===== config.mk =====
export PLATFORM = sky130hd
export DESIGN_NAME = gi_mixcol_flat
export DESIGN_NICKNAME = d
export VERILOG_FILES = /design/src/rtl/gi_mixcol_if.sv /design/src/rtl/gi_mixcol.sv /design/src/flat_wrapper.sv
export SDC_FILE = /design/constraint.sdc
export NUM_CORES = 1
export LEC_CHECK = 0
export CAP_MARGIN = 10
export CORE_ASPECT_RATIO = 1.75
export CORE_MARGIN = 5
export CORE_UTILIZATION = 49
export DETAILED_ROUTE_END_ITERATION = 10
export GPL_TIMING_DRIVEN = 0
export PLACE_DENSITY_LB_ADDON = 0.25
export SLEW_MARGIN = 15
export SYNTH_ARGS = -nofsm -noshare
export SYNTH_HDL_FRONTEND = slang
export SYNTH_SLANG_ARGS = --single-unit

===== constraint.sdc =====
create_clock -name clk -period 3.2 [get_ports clk]
set_clock_uncertainty 0.15 [all_clocks]
set_input_delay 0.64 -clock clk [delete_from_list [all_inputs] [get_ports clk]]
set_output_delay 0.64 -clock clk [all_outputs]
set_load 0.01 [all_outputs]

===== src/rtl/gi_mixcol_if.sv =====
// Handshake bundle for gi_mixcol: state in with mode flags, mixed state out.
interface gi_mixcol_if;
    logic         in_valid;
    logic         in_ready;
    logic [127:0] in_state;
    logic         in_inv;
    logic         in_last;
    logic         out_valid;
    logic         out_ready;
    logic [127:0] out_state;

    modport master (
        output in_valid, in_state, in_inv, in_last, out_ready,
        input  in_ready, out_valid, out_state
    );

    modport slave (
        input  in_valid, in_state, in_inv, in_last, out_ready,
        output in_ready, out_valid, out_state
    );
endinterface


===== src/rtl/gi_mixcol.sv =====
// AES MixColumns / InvMixColumns over a full 128-bit state, COLS columns per cycle.
// Define GI_MIX_INV_EN to build the inverse mixer; without it every state is forward-mixed.
module gi_mixcol #(
    parameter int COLS = 1
) (
    input logic        clk,
    input logic        reset,
    gi_mixcol_if.slave bus
);
    localparam int         NSTEP    = 4 / COLS;
    localparam logic [1:0] LAST_CNT = 2'(NSTEP - 1);

    generate
        if (COLS != 1 && COLS != 2 && COLS != 4) begin : g_bad_cols
            $error("gi_mixcol: COLS must be 1, 2 or 4");
        end
    endgenerate

    typedef enum logic [1:0] {
        IDLE = 2'd0,
        MIX  = 2'd1,
        DONE = 2'd2
    } state_t;

    state_t       fsm_q, fsm_d;
    logic [1:0]   cnt_q, cnt_d;
    logic [127:0] st_q, st_d;
    logic         last_q, last_d;
`ifdef GI_MIX_INV_EN
    logic         inv_q, inv_d;
`endif

    function automatic logic [7:0] xt(input logic [7:0] x);
        return {x[6:0], 1'b0} ^ (8'h1b & {8{x[7]}});
    endfunction

    function automatic logic [31:0] mix_fwd(input logic [31:0] c);
        logic [7:0] a0, a1, a2, a3;
        {a0, a1, a2, a3} = c;
        return {xt(a0) ^ xt(a1) ^ a1 ^ a2 ^ a3,
                a0 ^ xt(a1) ^ xt(a2) ^ a2 ^ a3,
                a0 ^ a1 ^ xt(a2) ^ xt(a3) ^ a3,
                xt(a0) ^ a0 ^ a1 ^ a2 ^ xt(a3)};
    endfunction

`ifdef GI_MIX_INV_EN
    // 9/b/d/e multiples are assembled from the 2x/4x/8x xtime chain of each byte.
    function automatic logic [31:0] mix_inv(input logic [31:0] c);
        logic [7:0] a [4];
        logic [7:0] m9 [4];
        logic [7:0] mb [4];
        logic [7:0] md [4];
        logic [7:0] me [4];
        logic [7:0] x2, x4, x8;
        for (int i = 0; i < 4; i++) begin
            a[i]  = c[31 - 8*i -: 8];
            x2    = xt(a[i]);
            x4    = xt(x2);
            x8    = xt(x4);
            m9[i] = x8 ^ a[i];
            mb[i] = x8 ^ x2 ^ a[i];
            md[i] = x8 ^ x4 ^ a[i];
            me[i] = x8 ^ x4 ^ x2;
        end
        return {me[0] ^ mb[1] ^ md[2] ^ m9[3],
                m9[0] ^ me[1] ^ mb[2] ^ md[3],
                md[0] ^ m9[1] ^ me[2] ^ mb[3],
                mb[0] ^ md[1] ^ m9[2] ^ me[3]};
    endfunction
`endif

    logic [31:0] col_w   [4];
    logic [1:0]  sel_idx [COLS];
    logic [31:0] mix_w   [COLS];

    genvar gi;
    generate
        for (gi = 0; gi < 4; gi++) begin : g_cols
            assign col_w[gi] = st_q[127 - 32*gi -: 32];
        end
        // Only COLS mixers exist; each one is steered onto its column of the current step.
        for (gi = 0; gi < COLS; gi++) begin : g_mix
            assign sel_idx[gi] = 2'(int'(cnt_q) * COLS + gi);
`ifdef GI_MIX_INV_EN
            assign mix_w[gi] = inv_q ? mix_inv(col_w[sel_idx[gi]])
                                     : mix_fwd(col_w[sel_idx[gi]]);
`else
            assign mix_w[gi] = mix_fwd(col_w[sel_idx[gi]]);
`endif
        end
    endgenerate

    always_comb begin
        fsm_d  = fsm_q;
        cnt_d  = cnt_q;
        st_d   = st_q;
        last_d = last_q;
`ifdef GI_MIX_INV_EN
        inv_d  = inv_q;
`endif
        case (fsm_q)
            IDLE: begin
                if (bus.in_valid) begin
                    st_d   = bus.in_state;
                    last_d = bus.in_last;
`ifdef GI_MIX_INV_EN
                    inv_d  = bus.in_inv;
`endif
                    cnt_d  = 2'd0;
                    fsm_d  = bus.in_last ? DONE : MIX;
                end
            end
            MIX: begin
                if (!last_q) begin
                    for (int j = 0; j < COLS; j++) begin
                        st_d[(3 - int'(sel_idx[j]))*32 +: 32] = mix_w[j];
                    end
                end
                if (cnt_q == LAST_CNT) begin
                    cnt_d = 2'd0;
                    fsm_d = DONE;
                end else begin
                    cnt_d = cnt_q + 2'd1;
                end
            end
            DONE: begin
                if (bus.out_ready) begin
                    fsm_d = IDLE;
                end
            end
            default: fsm_d = IDLE;
        endcase
    end

    always_ff @(posedge clk) begin
        if (reset) begin
            fsm_q  <= IDLE;
            cnt_q  <= 2'd0;
            st_q   <= '0;
            last_q <= 1'b0;
`ifdef GI_MIX_INV_EN
            inv_q  <= 1'b0;
`endif
        end else begin
            fsm_q  <= fsm_d;
            cnt_q  <= cnt_d;
            st_q   <= st_d;
            last_q <= last_d;
`ifdef GI_MIX_INV_EN
            inv_q  <= inv_d;
`endif
        end
    end

    assign bus.in_ready  = (fsm_q == IDLE);
    assign bus.out_valid = (fsm_q == DONE);
    assign bus.out_state = st_q;

endmodule

===== src/flat_wrapper.sv =====
// flat-port wrapper written by rule: the top's interface ports become plain ports
module gi_mixcol_flat 
#(
    parameter int COLS = 1
)
  (clk, reset, bus_in_valid, bus_in_state, bus_in_inv, bus_in_last, bus_out_ready, bus_in_ready, bus_out_valid, bus_out_state);
  gi_mixcol_if bus_i ();
  input logic clk;
  input logic reset;
  input wire logic [$bits(bus_i.in_valid)-1:0] bus_in_valid;
  input wire logic [$bits(bus_i.in_state)-1:0] bus_in_state;
  input wire logic [$bits(bus_i.in_inv)-1:0] bus_in_inv;
  input wire logic [$bits(bus_i.in_last)-1:0] bus_in_last;
  input wire logic [$bits(bus_i.out_ready)-1:0] bus_out_ready;
  output wire logic [$bits(bus_i.in_ready)-1:0] bus_in_ready;
  output wire logic [$bits(bus_i.out_valid)-1:0] bus_out_valid;
  output wire logic [$bits(bus_i.out_state)-1:0] bus_out_state;
  assign bus_i.in_valid = bus_in_valid;
  assign bus_i.in_state = bus_in_state;
  assign bus_i.in_inv = bus_in_inv;
  assign bus_i.in_last = bus_in_last;
  assign bus_i.out_ready = bus_out_ready;
  assign bus_in_ready = bus_i.in_ready;
  assign bus_out_valid = bus_i.out_valid;
  assign bus_out_state = bus_i.out_state;
  gi_mixcol #(.COLS(COLS)) u_core (.clk(clk), .reset(reset), .bus(bus_i));
endmodule

## Word-level counts from Yosys, hierarchy flattened

Index checks and enable logic that the tools add are counted.

| cells by class | value |
|---|---|
| muxes and demuxes | 15 |
| reduce and logical (&&, ||, !) cells | 6 |
| equality and inequality tests | 7 |
| multiply operators | 0 |
| divide/modulo/power cells | 0 |
| add/subtract/negate cells | 3 |
| shift-type cells | 2 |
| order comparisons | 1 |
| bitwise logic cells | 21 |

Operators with widths:

| operator | number |
|---|---|
| 128-bit two-way mux | 2 |
| 128-bit one-hot mux with 2 select lines | 1 |
| 128-bit bitwise mux | 1 |
| 32-bit by 33-bit variable shift with 128-bit output, first input constant | 1 |
| 32-bit by 33-bit indexed part select with 128-bit output | 1 |
| 8-bit XOR | 16 |
| 32-bit binary-select mux with 2-bit select | 1 |
| 32-bit two-way mux | 2 |
| 32-bit negator with 33-bit output | 1 |
| 8-bit by 5-bit XOR with 8-bit output | 4 |
| 2-bit two-way mux | 6 |
| 2-bit != test, second input constant | 3 |
| 2-bit one-hot mux with 3 select lines | 1 |
| 3-bit AND reduction | 2 |
| 2-bit == test, second input constant | 2 |
| 2-bit one-hot mux with 2 select lines | 1 |
| 2-bit AND reduction | 2 |
| 3-bit >= comparator, second input constant | 1 |
| 2-bit inverter with 3-bit output | 1 |
| 2-bit by 2-bit subtractor with 3-bit output, first input constant | 1 |
| 2-bit by 1-bit adder with 2-bit output, second input constant | 1 |
| 2-bit by 1-bit == test with 1-bit output, second input constant | 1 |
| 2-bit logical NOT | 1 |
| 2-bit by 1-bit != test with 1-bit output, second input constant | 1 |
| 2-bit nonzero test | 1 |

| storage, ports and cells | value |
|---|---|
| output and inout bits | 130 |
| bits in writable memories | 0 |
| bits in latches | 0 |
| bits in read-only memories | 0 |
| flip-flop bits (word level) | 133 |
| memories | 0 |
| word-level logic and storage cells | 59 |
| input bits | 134 |

## Depth between registers and ports, before layout

Gate-level depths: netlist of the first run.

| depth | value |
|---|---|
| depth after elaboration | 13 |
| mapped depth | 11 |
| depth with buffers taken out | 6 |

## Worst setup path before layout of the first run

OpenSTA, ideal clock, no wires.

| path | value |
|---|---|
| kind | register -> register |
| start point | register u_core.cnt_q[0] |
| end point | register u_core.st_q[66], in the netlist u_core.bus.out_state[66] |
| setup time | 0.079 ns |
| buffers on the path | 4 |
| stages on the path, launching flop included | 11 |
| arrival | 2.290 ns |
| period minus slack after synthesis | 2.519 ns |
| setup slack | 0.681 ns |
| path through | dfxtp_1 buf_6 buf_6 buf_4 inv_1 ha_1 nand2_1 nor4_1 clkbuf_1 a211oi_1 a211oi_2 |

| between the ends | value |
|---|---|
| word-level cells in the longest chain between the ends | 13 |
| elaborated cells on any way between the ends | 31 |
| those cells by class | 2 x add/sub; 2 x shift; 6 x mux; 21 x bitwise |

Ends and longest elaborated chain:

| item | RTL line | source |
|---|---|---|
| start, declared | gi_mixcol.sv:26 | `logic [1:0] cnt_q, cnt_d;` |
| start signal, assigned | gi_mixcol.sv:146 | `cnt_q <= cnt_d;` |
| branches (longest 10 deep; another with 32-bit negator with 33-bit output) | -- |  |
| 128-bit bitwise mux * | gi_mixcol.sv:116 | `st_d[(3 - int'(sel_idx[j]))*32 +: 32] = mix_w[j];` |
| 128-bit two-way mux * | gi_mixcol.sv:114 | `if (!last_q) begin` |
| 128-bit one-hot mux with 2 select lines * | gi_mixcol.sv:101 | `case (fsm_q)` |
| end signal, assigned | gi_mixcol.sv:147 | `st_q <= st_d;` |
| end, declared | gi_mixcol.sv:27 | `logic [127:0] st_q, st_d;` |

Every way passes the cells marked *. The select of a mux whose other input is x is not followed.
A chain may end at the register's enable or synchronous reset.

## Worst setup path after layout of the first run

| path | value |
|---|---|
| start point | register u_core.cnt_q[1] |
| end point | register u_core.st_q[93], in the netlist u_core.bus.out_state[93] |

Same word-level chain as after synthesis.

==> results of run 1 <==
## power by group through the flow
stage | registers [W] | clock network (W) | logic (W)
final | 0.00221 | 0.00209 | 0.00442
after global routing | 0.00223 | 0.00213 | 0.00454
after CTS | 0.00220 | 0.00206 | 0.00430
after detailed placement | 0.00223 | 0 | 0.00426
after global placement | 0.00223 | 0 | 0.00423
after floorplan | 0.00226 | 0 | 0.00255
## cell usage after synthesis (4+ instances only)
cell type / count
dfxtp_1: 133
buf_2: 7
buf_6: 7
o21ba_2: 4
a211oi_1: 216
nor2_1: 5
xor3_1: 8
xnor2_2: 9
a211oi_2: 40
xnor3_2: 4
clkbuf_1: 94
nand2_1: 4
a21oi_1: 133
ha_1: 4
xor2_1: 13
xnor2_1: 8
and3b_1: 5
xnor3_1: 31
mux4_2: 30
o21bai_1: 133
## routing by layer
metal	track usage, %	up-vias
li1	-	4177
met1	38.6	4686
met2	59.9	795
met3	7.79	281
met4	28.9	0
met5	0	-
## stage by stage
stage / std cells / utilization (%) / cell area, um^2
floorplan: 908 / - / 9270
global placement: 1407 / 65.6 / 12200
detailed placement: 1407 / 65.6 / 12200
CTS: 1439 / 69.0 / 12800
global route: 1439 / 69.2 / 12900
finish: 1439 / 69.2 / 12900
## final timing paths
path                               end  slack (ns)  cells after the start
min reg2reg  u_core.bus.out_state[109]        0.40                      2
max           u_core.bus.out_state[93]        0.06                     11
min          u_core.bus.out_state[109]        0.40                      2
max reg2reg   u_core.bus.out_state[93]        0.06                     11
## critical path: stages (launching register included)
cell	delay [ns]
dfxtp_1	0.38
buf_6	0.21
buf_6	0.25
buf_6	0.23
inv_1	0.09
ha_1	0.20
and3b_1	0.21
o21bai_1	0.15
clkbuf_2	0.34
clkbuf_1	0.49
a21oi_1	0.12
a211oi_1	0.24
## logic make-up after synthesis
family | count (synthesis) | share of synthesized area, %
fa+ha+maj | 4 | 0.540
simple gates | 25 | 1.71
mux | 33 | 7.96
compound gates | 526 | 41.3
buf+inv | 113 | 5.32
flops | 133 | 28.7
xor+xnor | 74 | 14.5
## what timing repair did
item	4_1_cts	5_1_grt
cloned	0	0
endpoints found under the setup margin	126	124
pin swaps	0	2
gates resized for setup	14	45
hold buffers	0	0
buffers inserted	0	3
## final cells by class
type,count,area [um^2]
plain buffers,107,509
repair buffers,264,2640
clock buffers,19,433
flip-flops and latches,133,2660
inverters,3,11.3
well taps,238,298
clock inverters,13,170
multi-input cells,662,6140
fillers,1432,5720
## sequential cells by signal, summed over array words and instances (netlist names)
register,count
u_core.bus.out_state,128
u_core.cnt_q,2
u_core.fsm_q,2
u_core.last_q,1
==> summary.txt, run 1 <==
cell area after synthesis - 9270 um^2
overall via count from detail_route - 9939
ANT cells - 0
commonest non-fill, non-tap cell in the layout - clkdlybuf4s50_1
mean cell area of the mapped netlist - 10.2 um^2
remaining global-route overflow - 0
final slew viol count - 0
Startpoint Class - flop
CTS Buf Count - 17
slew margin rel. - 48.9%
ys flop type - dfxtp_1
leakage power - 4.81 nW
part of the power in combinational logic - 50.7%
Power, Total - 0.00872 W
period utilisation layout - 98.1%
routed wl met2 - 19400 um
Worst Slack Setup Final - 0.0598 ns
sequential power share - 25.4%
vias in the first global route - 10400
Sw Share - 40.1%
initial antenna violation count - 0
max-cap check violation count - 0
largest vdd supply drop - 0.486 mV
GRT Overall Usage - 35.9%
register bit total from synthesis - 133
WS Path Type - flop to flop
CP required - 3.40 ns
first-pass GRT wire length - 59500 um
gpl congestion - 0.990
Residual DRC - 0
io pins - 264
Detail Placement HPWL - 30700 um
Initial Util - 49.9%
P_int - 0.00522 W
synth top area cells - dfxtp_1, a211oi_1, o21bai_1
Hold Slack - 0.396 ns
Starting DRT DRC Count - 1155
Post-synth ARST share - 0%
Cells after Synth - 908
Met1 Wirelength - 13000 um
Setup Viol. Count Final - 0
clock-pin slew on the worst setup and hold paths - 0.06 ns
Net Count, Synth - 1046
core area - 18600 um^2
critical path arrival - 3.34 ns
Setup TNS - 0 ns
Crit. Startpoint - u_core.cnt_q[1]
die width - 114 um
count of different cell masters after synthesis - 33
most frequent cells in the layout - clkdlybuf4s50_1, a211oi_1, o21bai_1, a21oi_1, dfxtp_1
fin nets - 1326
vias per cell - 6.91
routed len/inst - 27.9 um
TritonCTS Sinks - 133
CP max FO - 10
CTS tree - done
Post-synth EDFFs - 0
port buffer count - 261
CTS root buffer - clkbuf_16
outcome - finished clean
post-synthesis sequential area ratio - 28.7%
Pwr per Cell Area - 678 nW/um^2
met3 wire length - 4010 um
Final ANT Viol Nets - 0
area leader, netlist - dfxtp_1
area delta synth->final - 38.7%
Worst-Margin Slew - 0.767 ns
Die Ht - 192 um
1st-pass router iterations - 6
total die area - 21900 um^2
largest net degree at the start of global routing - 17
post-place setup slack - -0.580 ns
# rows - 66
hold_sp - u_core.bus.out_state[109]
f_max - 318 MHz
reg-to-reg critical path startpoint - u_core.cnt_q[1]
final hold vios - 0
htree depth - 4
Hold Path Class - flop to flop
clk buf depth - 2
top cell type's share of synthesized area - 28.7%
Clock Power Share - 24.0%
setup repair after global routing missed its margin - false
Net Switching - 0.00349 W
Clock Latency Late Sink - 0.44 ns
layout cell share with drive strength beyond 1 - 13.8%
yosys warns - 0
top routing layer used - met4
final wirelength - 40200 um
Tmin final - 3.14 ns
type of destination of the critical path - flop
(Power assumes the default switching activity.)
==> inputs of run 2 (changes only) <==
CORE_UTILIZATION = 45   (was 49)
HOLD_SLACK_MARGIN = 0.03   (was unset)
==> run 2 against run 1 <==
  * Register-to-register slack barely moved
  * Global-route usage fell by 2.4 points
  * Clock power rose by 5%
  * Routed wire length rose by 3.5%
  * Final cell count rose by 0.56%
  * Combinational power rose by 0.9%
==> summary.txt, run 2 (synthesized netlist as in run 1, its figures left out) <==
Starting DRT DRC Count - 1053
final wirelength - 41600 um
fin nets - 1324
layout cell share with drive strength beyond 1 - 13.7%
largest vdd supply drop - 0.340 mV
placed inst area - 12200 um^2
post-place setup slack - -0.355 ns
Worst R2R Path Depth - 11
Reg area - 2660 um^2
Pwr per Cell Area - 688 nW/um^2
r2r setup slk - 0.06 ns
TritonCTS Sinks - 133
final slew viol count - 0
f_max - 318 MHz
outcome - finished clean
htree depth - 4
type of destination of the critical path - flop
final hold vios - 0
Setup TNS - 0 ns
Net Switching - 0.00352 W
Hold Path Class - flop to flop
WS Path Type - flop to flop
CTS tree - done
max FFs per register - 128
die width - 118 um
part of the power in combinational logic - 50.2%
ANT cells - 0
# rows - 69
gpl congestion - 0.991
Fillers - 1674
hold_sp - u_core.bus.out_state[72]
period utilisation layout - 98.2%
reg-to-reg critical path startpoint - u_core.cnt_q[1]
CP max FO - 10
CTS Buf Count - 17
port buffer count - 261
clk buf depth - 2
FF-to-FF End - u_core.bus.out_state[90]
Finished Core Util - 63.6%
multi-input logic area - 6150 um^2
core area - 20300 um^2
1st-pass router iterations - 7
Power, Total - 0.00888 W
vias per cell - 6.93
Slowest cell on crit path - clkbuf_1
Startpoint Class - flop
routed len/inst - 28.7 um
vias in the first global route - 10300
io pins - 264
design area - 12900 um^2
Detail Placement HPWL - 31600 um
total die area - 23700 um^2
area delta synth->final - 39.2%
Clock Latency Late Sink - 0.44 ns
overall via count from detail_route - 10000
initial antenna violation count - 0
Residual DRC - 0
CP required - 3.40 ns
CP most frequent cell - buf_6
Worst-Margin Slew - 0.719 ns
worst hold stages - 2
Hold EP - u_core.bus.out_state[72]
commonest non-fill, non-tap cell in the layout - clkdlybuf4s50_1
P_int - 0.00536 W
sequential power share - 25.0%
largest net degree at the start of global routing - 17
CP cell instances - buf_6 > buf_6 > buf_6 > inv_1 > ha_1 > and3b_1 > o21bai_1 > clkbuf_2 > clkbuf_1 > a211oi_1 > a211oi_1
Sw Share - 39.6%
slew margin rel. - 52.0%
Initial Util - 45.7%
Setup Viol. Count Final - 0
setup repair after global routing missed its margin - false
first-pass GRT wire length - 60600 um
Worst Path Buf+Inv - 6
critical path arrival - 3.35 ns
max-cap check violation count - 0
Worst Slack Setup Final - 0.0565 ns
CTS Hold Bufs - 0
Largest delay share family, worst path - buffers and inverters
Clock Power Share - 24.8%
GRT Overall Usage - 33.5%
Die Ht - 200 um
clock-pin slew on the worst setup and hold paths - 0.07 ns
leakage power - 4.82 nW
remaining global-route overflow - 0
max incr delay on CP - 0.49 ns
most frequent cells in the layout - clkdlybuf4s50_1, a211oi_1, o21bai_1, a21oi_1, dfxtp_1
CTS root buffer - clkbuf_16
Tmin final - 3.14 ns
Final ANT Viol Nets - 0
[run 2: changes by cell type in the layout (fill, tap and decap cells not counted)]
cell / previous run / this run
buf_4: 5 / 2
clkinvlp_4: 3 / 4
inv_6: 4 / 1
xnor2_1: 8 / 7
clkbuf_8: 0 / 3
clkinv_4: 2 / 1
clkbuf_2: 18 / 17
and3_1: 0 / 1
and3_2: 1 / 0
bufinv_16: 3 / 4
xnor2_2: 9 / 10
buf_2: 11 / 12
[run 2: power groups by stage]
stage	Sequential (W)	Combinational [W]	Clock [W]
6_report	0.00222	0.00446	0.00220
5_1_grt	0.00224	0.00459	0.00225
4_1_cts	0.00221	0.00435	0.00217
3_5_place_dp	0.00224	0.00431	0
3_3_place_gp	0.00224	0.00428	0
2_1_floorplan	0.00226	0.00255	0
[run 2: per-layer routing]
layer	up-vias	share of wire, %	GRT usage (%)	wire [um]
li1	4169	-	-	-
met1	4793	33	35.5	13600
met2	816	49	57.4	20400
met3	248	9.8	8.09	4090
met4	0	8.4	25.7	3510
met5	-	0	0	0
[run 2: cell type report]
class	count	area share, %
multi-input cells	662	47.7
flip-flops and latches	133	20.6
repair buffers	262	20.3
plain buffers	107	3.92
clock buffers	21	3.65
well taps	248	2.41
clock inverters	11	1.34
inverters	3	0.0873
[run 2: worst reg2reg max path, stage by stage, from the launching register on]
cell	delay, ns
dfxtp_1	0.37
buf_6	0.22
buf_6	0.26
buf_6	0.23
inv_1	0.09
ha_1	0.21
and3b_1	0.20
o21bai_1	0.14
clkbuf_2	0.32
clkbuf_1	0.49
a211oi_1	0.11
a211oi_1	0.25
[run 2: worst max path at each step]
| stage | startpoint | end | depth (start not counted) |
|---|---|---|---|
| 2_1_floorplan | u_core.cnt_q[0] | u_core.bus.out_state[66] | 10 |
| 3_5_place_dp | u_core.cnt_q[0] | u_core.bus.out_state[41] | 11 |
| 5_1_grt | u_core.cnt_q[1] | u_core.bus.out_state[81] | 11 |
| 4_1_cts | u_core.cnt_q[0] | u_core.bus.out_state[114] | 11 |
| 3_3_place_gp | u_core.cnt_q[0] | u_core.bus.out_state[71] | 10 |
| 6_report | u_core.cnt_q[1] | u_core.bus.out_state[90] | 11 |
[run 2: what timing repair did]
action	CTS	global route
setup endpoints to repair	126	109
pin swaps	0	1
resized for setup	16	35
setup buffers	0	1
[run 2: metrics by stage]
stage	cells	hold slack, ns
2_1_floorplan	908	0.351
6_report	1447	0.389
3_5_place_dp	1417	0.377
4_1_cts	1449	0.385
3_3_place_gp	1417	0.370
5_1_grt	1447	0.420
==> inputs of run 3 (changes only) <==
CORE_MARGIN = 2   (was 5)
==> run 3 against run 2 <==
  * Clock power is 4% lower
  * Power is 1.0% lower
  * Die area fell by 7.9%
  * Hold slack improved by 0.0087 ns
  * Routed wire length decreased by 1.3%
  * Global-route usage grew 2.5 points
  * Final area shrank 0.22%
  * Sequential cell count unchanged
  * Critical path type unchanged
  * Highest routed layer unchanged
==> summary.txt, run 3 (synthesized netlist as in run 1, its figures left out) <==
clock-pin slew on the worst setup and hold paths - 0.07 ns
Tmin final - 3.15 ns
htree depth - 4
final wirelength - 41000 um
io pins - 264
Finished Core Util - 63.4%
CP max FO - 10
remaining global-route overflow - 0
CTS root buffer - clkbuf_16
Worst Path Buf+Inv - 5
Clock Latency Late Sink - 0.43 ns
largest net degree at the start of global routing - 17
Pwr per Cell Area - 683 nW/um^2
max incr delay on CP - 0.52 ns
Largest delay share family, worst path - buffers and inverters
slew margin rel. - 50.5%
CP cell instances - buf_6 > buf_6 > buf_4 > inv_1 > ha_2 > nor4b_4 > buf_2 > a211oi_1 > a211oi_1
Initial Util - 45.7%
Slowest cell on crit path - nor4b_4
Fillers - 1629
routed len/inst - 28.3 um
design area - 12900 um^2
Hold Path Class - flop to flop
CTS tree - done
initial antenna violation count - 0
ANT cells - 0
Worst-Margin Slew - 0.737 ns
1st-pass router iterations - 7
vias per cell - 6.96
Die Ht - 194 um
max-cap check violation count - 0
layout cell share with drive strength beyond 1 - 13.8%
Detail Placement HPWL - 30800 um
final slew viol count - 0
type of destination of the critical path - flop
r2r setup slk - 0.05 ns
Residual DRC - 0
vias in the first global route - 9929
critical path arrival - 3.33 ns
Starting DRT DRC Count - 1160
Final ANT Viol Nets - 0
final hold vios - 0
leakage power - 4.82 nW
placed inst area - 12200 um^2
CP required - 3.38 ns
outcome - finished clean
overall via count from detail_route - 10100
total die area - 21800 um^2
f_max - 317 MHz
# rows - 69
Startpoint Class - flop
first-pass GRT wire length - 59400 um
Setup Viol. Count Final - 0
port buffer count - 261
clk buf depth - 2
commonest non-fill, non-tap cell in the layout - clkdlybuf4s50_1
core area - 20300 um^2
period utilisation layout - 98.6%
fin nets - 1326
most frequent cells in the layout - clkdlybuf4s50_1, a211oi_1, o21bai_1, a21oi_1, dfxtp_1
largest vdd supply drop - 0.419 mV
GRT Overall Usage - 36.0%
WS Path Type - flop to flop
CTS Buf Count - 17
gpl congestion - 0.975
max FFs per register - 128
area delta synth->final - 38.9%
die width - 112 um
TritonCTS Sinks - 133
run 3: worst paths after layout:
check | startpoint | endpoint | cells past startpoint
worst min register to register | u_core.bus.out_state[72] | u_core.bus.out_state[72] | 2
worst max register to register | u_core.cnt_q[0] | u_core.bus.out_state[31] | 9
worst max-delay path | u_core.cnt_q[0] | u_core.bus.out_state[31] | 9
worst min-delay path | u_core.bus.out_state[72] | u_core.bus.out_state[72] | 2
run 3: where the power goes:
part / switching, W / internal [W]
Combinational: 0.00240 / 0.00205
Sequential: 0.000292 / 0.00193
Clock: 0.000856 / 0.00126
Total: 0.00354 / 0.00525
run 3: cell type report:
| type | instances | area, um^2 | area share, % |
|---|---|---|---|
| Multi-Input combinational cell | 662 | 6140 | 47.7 |
| Sequential cell | 133 | 2660 | 20.7 |
| Timing Repair Buffer | 262 | 2620 | 20.4 |
| Buffer | 109 | 514 | 3.99 |
| Clock buffer | 19 | 443 | 3.44 |
| Tap cell | 248 | 310 | 2.41 |
| Clock inverter | 13 | 170 | 1.32 |
| Inverter | 3 | 11.3 | 0.0875 |
run 3: tightest hold or removal path, cell delays in order (launching register included):
cell      delay [ns]
dfxtp_1         0.32
o21bai_1        0.14
a211oi_1        0.05
run 3: timing repair:
action,in CTS,in global routing
endpoints found under the setup margin,126,123
gates cloned,0,0
hold buffers,0,0
pin swaps,0,1
gates resized for setup,7,48
setup buffers,0,1
run 3: metrics by stage:
stage          setup TNS [ns]  setup WS, ns  power (W)  hold slack [ns]  instances
3_3_place_gp           -21.43        -0.437    0.00651            0.369       1417
5_1_grt               -0.0451       -0.0190    0.00895            0.414       1449
3_5_place_dp           -14.99        -0.310    0.00653            0.385       1417
6_report                    0        0.0451    0.00879            0.398       1449
2_1_floorplan               0         0.681    0.00481            0.351        908
4_1_cts                 -2.66        -0.104    0.00862            0.393       1449
run 3: metal layers:
metal  part of all wire, %  up-vias  GRT usage (%)
met2                    50      809           62.0
met4                   8.0        0           25.8
li1                      -     4177              -
met1                    33     4848           38.9
met3                   8.9      245           6.94
met5                     0        -          0.920
